### src/rtl/stream_scaler_pipe.sv
// Three-stage Avalon-ST scaler: out = (in * coeff * RECIP) >> SHIFT, with an Avalon-MM CSR slave.
// Define STREAM_SCALER_SAT_EN to saturate overflowing results and expose a sticky ctrl bit3.
module stream_scaler_pipe #(
  parameter int unsigned DATA_W  = 32,
  parameter int unsigned COEF_W  = 32,
  parameter int unsigned RECIP   = 5243,
  parameter int unsigned RECIP_W = 13,
  parameter int unsigned SHIFT   = 21,
  parameter logic [31:0] VERSION = 32'h0000_0200
) (
  input  logic              clk,
  input  logic              reset_n,
  input  logic [2:0]        avs_address,
  input  logic              avs_write,
  input  logic [31:0]       avs_writedata,
  input  logic              avs_read,
  output logic [31:0]       avs_readdata,
  output logic              avs_readdatavalid,
  input  logic              asi_valid,
  input  logic [DATA_W-1:0] asi_data,
  output logic              asi_ready,
  output logic              aso_valid,
  output logic [DATA_W-1:0] aso_data,
  input  logic              aso_ready
);
  localparam int unsigned ProdW = DATA_W + COEF_W;
  localparam int unsigned ResW  = ProdW + RECIP_W;

  function automatic logic [DATA_W-1:0] byte_rev(input logic [DATA_W-1:0] d);
    logic [DATA_W-1:0] r;
    for (int i = 0; i < DATA_W / 8; i++) r[8*i +: 8] = d[DATA_W-8-8*i +: 8];
    return r;
  endfunction

  logic [COEF_W-1:0] coeff_q;
  logic              bypass_q, swap_q;
  logic [31:0]       in_count_q, out_count_q, stall_count_q, last_in_q;
  logic [31:0]       avs_readdata_q, rd_mux;
  logic              avs_readdatavalid_q;
  logic              sat_flag;

  logic [2:0]        valid_q;
  logic [DATA_W-1:0] s0_data_q, s2_data_q;
  logic              s0_bypass_q, s0_swap_q, s1_bypass_q, s1_swap_q;
  logic [ProdW-1:0]  s1_prod_q;

  logic rdy0, rdy1, rdy2, acc, ld1, ld2;
  logic wr_coeff, wr_ctrl, clr;

  assign rdy2 = !valid_q[2] || aso_ready;
  assign rdy1 = !valid_q[1] || rdy2;
  assign rdy0 = !valid_q[0] || rdy1;
  assign acc  = asi_valid && rdy0;
  assign ld1  = valid_q[0] && rdy1;
  assign ld2  = valid_q[1] && rdy2;

  assign asi_ready         = rdy0;
  assign aso_valid         = valid_q[2];
  assign aso_data          = s2_data_q;
  assign avs_readdata      = avs_readdata_q;
  assign avs_readdatavalid = avs_readdatavalid_q;

  assign wr_coeff = avs_write && (avs_address == 3'd0);
  assign wr_ctrl  = avs_write && (avs_address == 3'd1);
  assign clr      = wr_ctrl && avs_writedata[2];

  logic [DATA_W-1:0] s0_in, s2_scaled, s2_val, s2_out;
  logic [ProdW-1:0]  s1_next;

  assign s0_in   = swap_q ? byte_rev(asi_data) : asi_data;
  // coeff is sampled live here; software only changes it while the pipe is idle
  assign s1_next = s0_bypass_q ? ProdW'(s0_data_q) : ProdW'(s0_data_q) * ProdW'(coeff_q);

`ifdef STREAM_SCALER_SAT_EN
  logic [ResW-1:0] res_full;
  logic            s2_sat;
  logic            sat_flag_q;

  assign res_full  = (ResW'(s1_prod_q) * ResW'(RECIP)) >> SHIFT;
  assign s2_sat    = |res_full[ResW-1:DATA_W];
  assign s2_scaled = s2_sat ? '1 : res_full[DATA_W-1:0];
  assign sat_flag  = sat_flag_q;

  always_ff @(posedge clk or negedge reset_n) begin
    if (!reset_n) begin
      sat_flag_q <= 1'b0;
    end else if (clr) begin
      sat_flag_q <= 1'b0;
    end else if (ld2 && !s1_bypass_q && s2_sat) begin
      sat_flag_q <= 1'b1;
    end
  end
`else
  assign s2_scaled = DATA_W'((ResW'(s1_prod_q) * ResW'(RECIP)) >> SHIFT);
  assign sat_flag  = 1'b0;
`endif

  assign s2_val = s1_bypass_q ? s1_prod_q[DATA_W-1:0] : s2_scaled;
  assign s2_out = s1_swap_q ? byte_rev(s2_val) : s2_val;

  always_ff @(posedge clk or negedge reset_n) begin
    if (!reset_n) begin
      valid_q     <= '0;
      s0_data_q   <= '0;
      s0_bypass_q <= 1'b0;
      s0_swap_q   <= 1'b0;
      s1_prod_q   <= '0;
      s1_bypass_q <= 1'b0;
      s1_swap_q   <= 1'b0;
      s2_data_q   <= '0;
    end else begin
      if (rdy0) valid_q[0] <= asi_valid;
      if (rdy1) valid_q[1] <= valid_q[0];
      if (rdy2) valid_q[2] <= valid_q[1];
      if (acc) begin
        s0_data_q   <= s0_in;
        s0_bypass_q <= bypass_q;
        s0_swap_q   <= swap_q;
      end
      if (ld1) begin
        s1_prod_q   <= s1_next;
        s1_bypass_q <= s0_bypass_q;
        s1_swap_q   <= s0_swap_q;
      end
      if (ld2) s2_data_q <= s2_out;
    end
  end

  always_comb begin
    rd_mux = '0;
    case (avs_address)
      3'd0:    rd_mux = 32'(coeff_q);
      3'd1:    rd_mux = {28'd0, sat_flag, 1'b0, swap_q, bypass_q};
      3'd2:    rd_mux = in_count_q;
      3'd3:    rd_mux = out_count_q;
      3'd4:    rd_mux = last_in_q;
      3'd5:    rd_mux = stall_count_q;
      3'd6:    rd_mux = VERSION;
      default: rd_mux = '0;
    endcase
  end

  always_ff @(posedge clk or negedge reset_n) begin
    if (!reset_n) begin
      coeff_q             <= COEF_W'(1);
      bypass_q            <= 1'b0;
      swap_q              <= 1'b1;
      in_count_q          <= '0;
      out_count_q         <= '0;
      stall_count_q       <= '0;
      last_in_q           <= '0;
      avs_readdata_q      <= '0;
      avs_readdatavalid_q <= 1'b0;
    end else begin
      avs_readdatavalid_q <= avs_read;
      if (avs_read) avs_readdata_q <= rd_mux;
      if (wr_coeff) coeff_q <= COEF_W'(avs_writedata);
      if (wr_ctrl) begin
        bypass_q <= avs_writedata[0];
        swap_q   <= avs_writedata[1];
      end
      if (acc) last_in_q <= 32'(s0_in);
      if (clr)      in_count_q <= '0;
      else if (acc) in_count_q <= in_count_q + 32'd1;
      if (clr)      out_count_q <= '0;
      else if (ld2) out_count_q <= out_count_q + 32'd1;
      if (clr)                         stall_count_q <= '0;
      else if (aso_valid && !aso_ready) stall_count_q <= stall_count_q + 32'd1;
    end
  end

endmodule

### config.mk
export PLATFORM = sky130hd
export DESIGN_NAME = stream_scaler_pipe
export DESIGN_NICKNAME = d
export VERILOG_FILES = /design/src/rtl/stream_scaler_pipe.sv
export SDC_FILE = /design/constraint.sdc
export NUM_CORES = 2
export LEC_CHECK = 0
export ABC_AREA = 1
export CORE_MARGIN = 4
export CORE_UTILIZATION = 60
export CTS_CLUSTER_SIZE = 16
export DETAILED_ROUTE_END_ITERATION = 10
export DONT_BUFFER_PORTS = 1
export PLACE_DENSITY = 0.88
export SLEW_MARGIN = 20
export SYNTH_ARGS = -nofsm -noshare
export SYNTH_HDL_FRONTEND = slang
export SYNTH_SLANG_ARGS = --single-unit
### constraint.sdc
create_clock -name clk -period 8.83 [get_ports clk]
set_input_delay 1.766 -clock clk [delete_from_list [all_inputs] [get_ports clk]]
set_output_delay 1.766 -clock clk [all_outputs]
set_load 0.05 [all_outputs]
Yosys cells after proc, flatten, opt, wreduce, memory -nomap -nowiden
Index checks and enable logic that the tools add are counted.
- multiply operators: 2
- equality and inequality tests: 6
- multiplexer cells: 11
- reductions and logical operators: 18
- add/subtract/negate cells: 3
- operator list (kind ; number):
    2-to-1 mux 32 bit ; 9
    case mux 32 bit (7 select lines) ; 1
    adder 32 x 1 -> 32 bit (second input constant) ; 3
    multiplier 32 x 32 -> 64 bit ; 1
    multiplier 64 x 13 -> 53 bit (second input constant) ; 1
    2-to-1 mux 64 bit ; 1
    == test 3 bit (second input constant) ; 3
    logical AND 1 bit ; 7
    == test 3 x 2 -> 1 bit (second input constant) ; 2
    nonzero test 2 bit ; 3
    zero test 1 bit ; 4
    == test 3 x 1 -> 1 bit (second input constant) ; 1
    zero test 3 bit ; 1
    logical OR 1 bit ; 3
- register bits: 298
- logic and storage cells: 58
- input port bits: 73

Logic depth before layout (Yosys ltp)
- word-level depth: 7
- mapped depth: 33
- mapped depth without buffers: 31

Worst setup path after synthesis
Ideal clock, no wire load.
- path type: register to register
- start point: register last_in_q[25] (netlist name)
- end point: register s1_prod_q[45]
- data arrival time: 6.431 ns
- library setup time: 0.132 ns
- setup slack: 2.267 ns
- cell stages (with the launch flop): 29
- required time: 8.698 ns
- cells stage by stage: dfrtp_1 -> clkbuf_1 -> clkbuf_1 -> nand2_1 -> fa_1 -> inv_1 -> fa_1 -> fa_1 -> inv_1 -> fa_1 -> inv_1 -> fa_1 -> fa_1 -> fa_1 -> inv_1 -> fa_1 -> inv_1 -> ha_1 -> nand2_1 -> nor2_1 -> inv_1 -> nor2_1 -> inv_1 -> nor3_1 -> nand3_1 -> nand3_1 -> a21oi_1 -> o21ai_0 -> o21ai_0
- RTL lines (item ; RTL line ; RTL):
    end signal: assignment ; 121 ; s1_prod_q <= s1_next;
    end: declaration ; 45 ; logic [ProdW-1:0] s1_prod_q;

==> metrics <==
Rel. slew slack 21.7%; DRT Pass-1 Iters 6; CTS clock-pin slew for the worst setup and hold paths 0.07 ns; Synth top area share 37.4%; Syn Area/Cell 7.78 sq um; Die Span Y 323 microns; first-pass GRT wire length 306 mm; cell family with most CP delay adder cells; cell taking the most area after synthesis fa_1; vias in the first global route 53.0k; final setup TNS 0 ns; DRT iter0 DRCs 5717; post-route met1 wirelength 71.5 mm; library cells used by synthesis 49; Mapped Nets 9213; CP cell instances buf_4 > nand2_1 > fa_1 > inv_1 > fa_1 > fa_1 > fa_1 > fa_1 > fa_1 > fa_1 > inv_1 > fa_1 > inv_1 > ha_1 > a21o_1 > a21oi_1 > o21ai_0 > a21oi_1 > nand3_1 > o21ai_0 > o21ai_0; sequential share of the synthesized area 12.1%; WHS Path Cells 1; DR vias 51.2k; routed wire length 198 mm; Starting Density 60.4%; CTS H-tree depth 2; crit-path max FO 16; CTS Sinks 287; Top Metal Used met5; Max Fclk 0.120 GHz; CTS tree done; initial antenna violation count 21; largest family of logic cells by synthesized area adder cells; synth cell count leaders 2143 x inv_1, 1857 x nand2_1, 1109 x fa_1; worst hold-check path type reg -> reg; status finished, final reports clean; Post-Synth Adder-Cell Area 45.8%; post-synthesis simple-gate area fraction 18.2%; Die Wd 323 microns; critical path endpoint category flip-flop; post-route clock period utilization 94.6%; Post-synth EDFFs 0; R2R Path Start last_in_q[13]$_DFFE_PN0P_; max cap viols 0; Setup Skew 0.0156 ns; total track usage 38.8%; Buf/Inv on CP 4; area of the multi-input gates 0.0429 sq mm; Final Net Count 9034; Reg2Reg Depth 21; Crit path largest cell delay 1.12 ns; min Tclk post-route 8.35 ns; DRC 0; fillers 8133; Synth Warn # 0; Setup Crit Path Kind reg -> reg; number of nets with antenna violations after routing 0; Worst-Skew Late Latency 0.60 ns; Site Rows 115; register area 0.00720 sq mm; R2R Path End s1_prod_q[37]$_DFFE_PN0P_; ys flop type dfrtp_1; synthesis-to-layout area growth 4.24%; core area 0.0983 sq mm; io pins 140; RSZ-0062 raised after global routing false; Port Buffers 0; post-synthesis cell area 0.0594 sq mm; GP Congestion 1.05; ranking of synthesized cells by area fa_1 37%, inv_1 14%, dfrtp_1 12%; post-CTS resize count 0; CP most frequent cell fa_1; dpl hpwl 163 mm; actual slew at the worst max-slew pin 1.17 ns; Worst EP required 9.25 ns; Compound-Gate Fraction of Synth Area 5.79%; most frequent cell after synthesis inv_1; total global routing overflow 0; die area 0.104 sq mm; r2r setup slk 0.48 ns; largest net degree at the start of global routing 288; xor/xnor share of the synthesized area 1.31%; Routed WL per cell 22.6 microns; Crit-path slowest cell dfrtp_1; startpoint types flip-flop; layout cells sized above 1 3.77%; met3 wire len 23.7 mm; ys async rst share 100%; Vias/cell 5.83; pre-CTS setup slack 0.597 ns; Final Max Slew Viols 0; multiplexer share of the synthesized area 1.06%; clock root buffer clkbuf_16; cells after synthesis 7631; total setup buffers inserted after CTS 0; Hold Startpoint coeff_q[10]$_DFFE_PN0P_; Final Worst Setup Slack 0.477 ns; Hold Vio Cnt, Final 0; CTS Hold Buffers Added 0; Num CTS Buffers 36; hold endpoint coeff_q[10]$_DFFE_PN0P_; Final setup viols 0; Met2 Wirelength 89.7 mm; Yosys reg bits 287; CTS max path bufs 3; WP data arrival 8.77 ns
==> layout by cell type, fill, tap and decap left out, drive strengths merged, types with 3 or more instances in the layout <==
cell	netlist	layout
clkinvlp	0	3
a221oi	27	27
diode	0	17
fa	1109	1109
nor3	93	93
xor2	63	63
xnor2	26	26
o21a	5	5
a21boi	4	4
bufinv	0	3
o221ai	56	56
nand2	1861	1861
clkbuf	285	47
nor2	346	346
o22ai	8	8
nand3b	15	15
a21o	11	11
o21ai	204	204
o31ai	11	11
buf	43	111
o211ai	43	43
clkinv	0	10
o21bai	29	29
nand4	62	62
a21oi	158	158
ha	400	400
dfrtp	285	285
inv	2150	2153
nand3	230	230
a31oi	10	10
mux2	56	56
nor4	30	30
==> per-stage QoR <==
step	cell area, sq um	std cells	utilization (%)	hold WS [ns]
floorplan	59400	7631	-	0.453
global placement	60600	8701	61.6	0.477
detailed placement	60600	8701	61.6	0.496
CTS	61800	8767	62.9	0.512
global route	61900	8774	62.9	0.539
finish	61900	8784	63.0	0.515
==> flip-flops by register name, summed over array words and instances (netlist names), 3 cells and up <==
register,flops
last_in_q,32
aso_data,32
stall_count_q,32
in_count_q,32
out_count_q,32
valid_q,3
avs_readdata,32
s1_prod_q,53
coeff_q,32
==> worst register-to-register path, cell delays in order (launching register included) <==
cell and delay (ns):
dfrtp_1 1.12, buf_4 0.36, nand2_1 0.11, fa_1 0.58, inv_1 0.06, fa_1 0.50, fa_1 0.59, fa_1 0.44
fa_1 0.52, fa_1 0.43, fa_1 0.49, inv_1 0.07, fa_1 0.48, inv_1 0.04, ha_1 0.34, a21o_1 0.24
a21oi_1 0.26, o21ai_0 0.21, a21oi_1 0.17, nand3_1 0.22, o21ai_0 0.73, o21ai_0 0.21
==> layer usage <==
| layer | track usage [%] | vias to the layer above |
|---|---|---|
| met5 | 0 | - |
| met4 | 20.7 | 12 |
| met3 | 10.7 | 746 |
| met2 | 61.1 | 3243 |
| met1 | 49.3 | 25200 |
| li1 | - | 22000 |
==> how the worst max path moves through the flow <==
stage,startpoint,end,depth (start not counted)
after global routing,last_in_q[13]$_DFFE_PN0P_,s1_prod_q[37]$_DFFE_PN0P_,21
final,last_in_q[13]$_DFFE_PN0P_,s1_prod_q[37]$_DFFE_PN0P_,21
after global placement,coeff_q[5]$_DFFE_PN0P_,s1_prod_q[37]$_DFFE_PN0P_,23
after CTS,coeff_q[8]$_DFFE_PN0P_,s1_prod_q[37]$_DFFE_PN0P_,22
after floorplan,last_in_q[25]$_DFFE_PN0P_,s1_prod_q[45]$_DFFE_PN0P_,28
after detailed placement,last_in_q[17]$_DFFE_PN0P_,s1_prod_q[37]$_DFFE_PN0P_,21
==> area by class of cell <==
type	count	area share, %
repair buffers	111	1.37
diodes	17	0.0687
clock buffers	47	1.59
flip-flops and latches	287	11.6
clock inverters	19	0.425
inverters	2150	13.0
multi-input cells	4866	69.3
well taps	1287	2.60
==> cell families after synthesis <==
logic type | Yosys count
xor gates and xnor gates | 89
AOI/OAI and AO/OA | 567
buffers and inverters | 2478
DFF | 287
adders and majority gates | 1509
muxes | 56
and+or+nand+nor | 2645
Power is left out: the tool's default activity adds up to more than one toggle a clock period on the data nets, which glitch-free logic cannot reach.
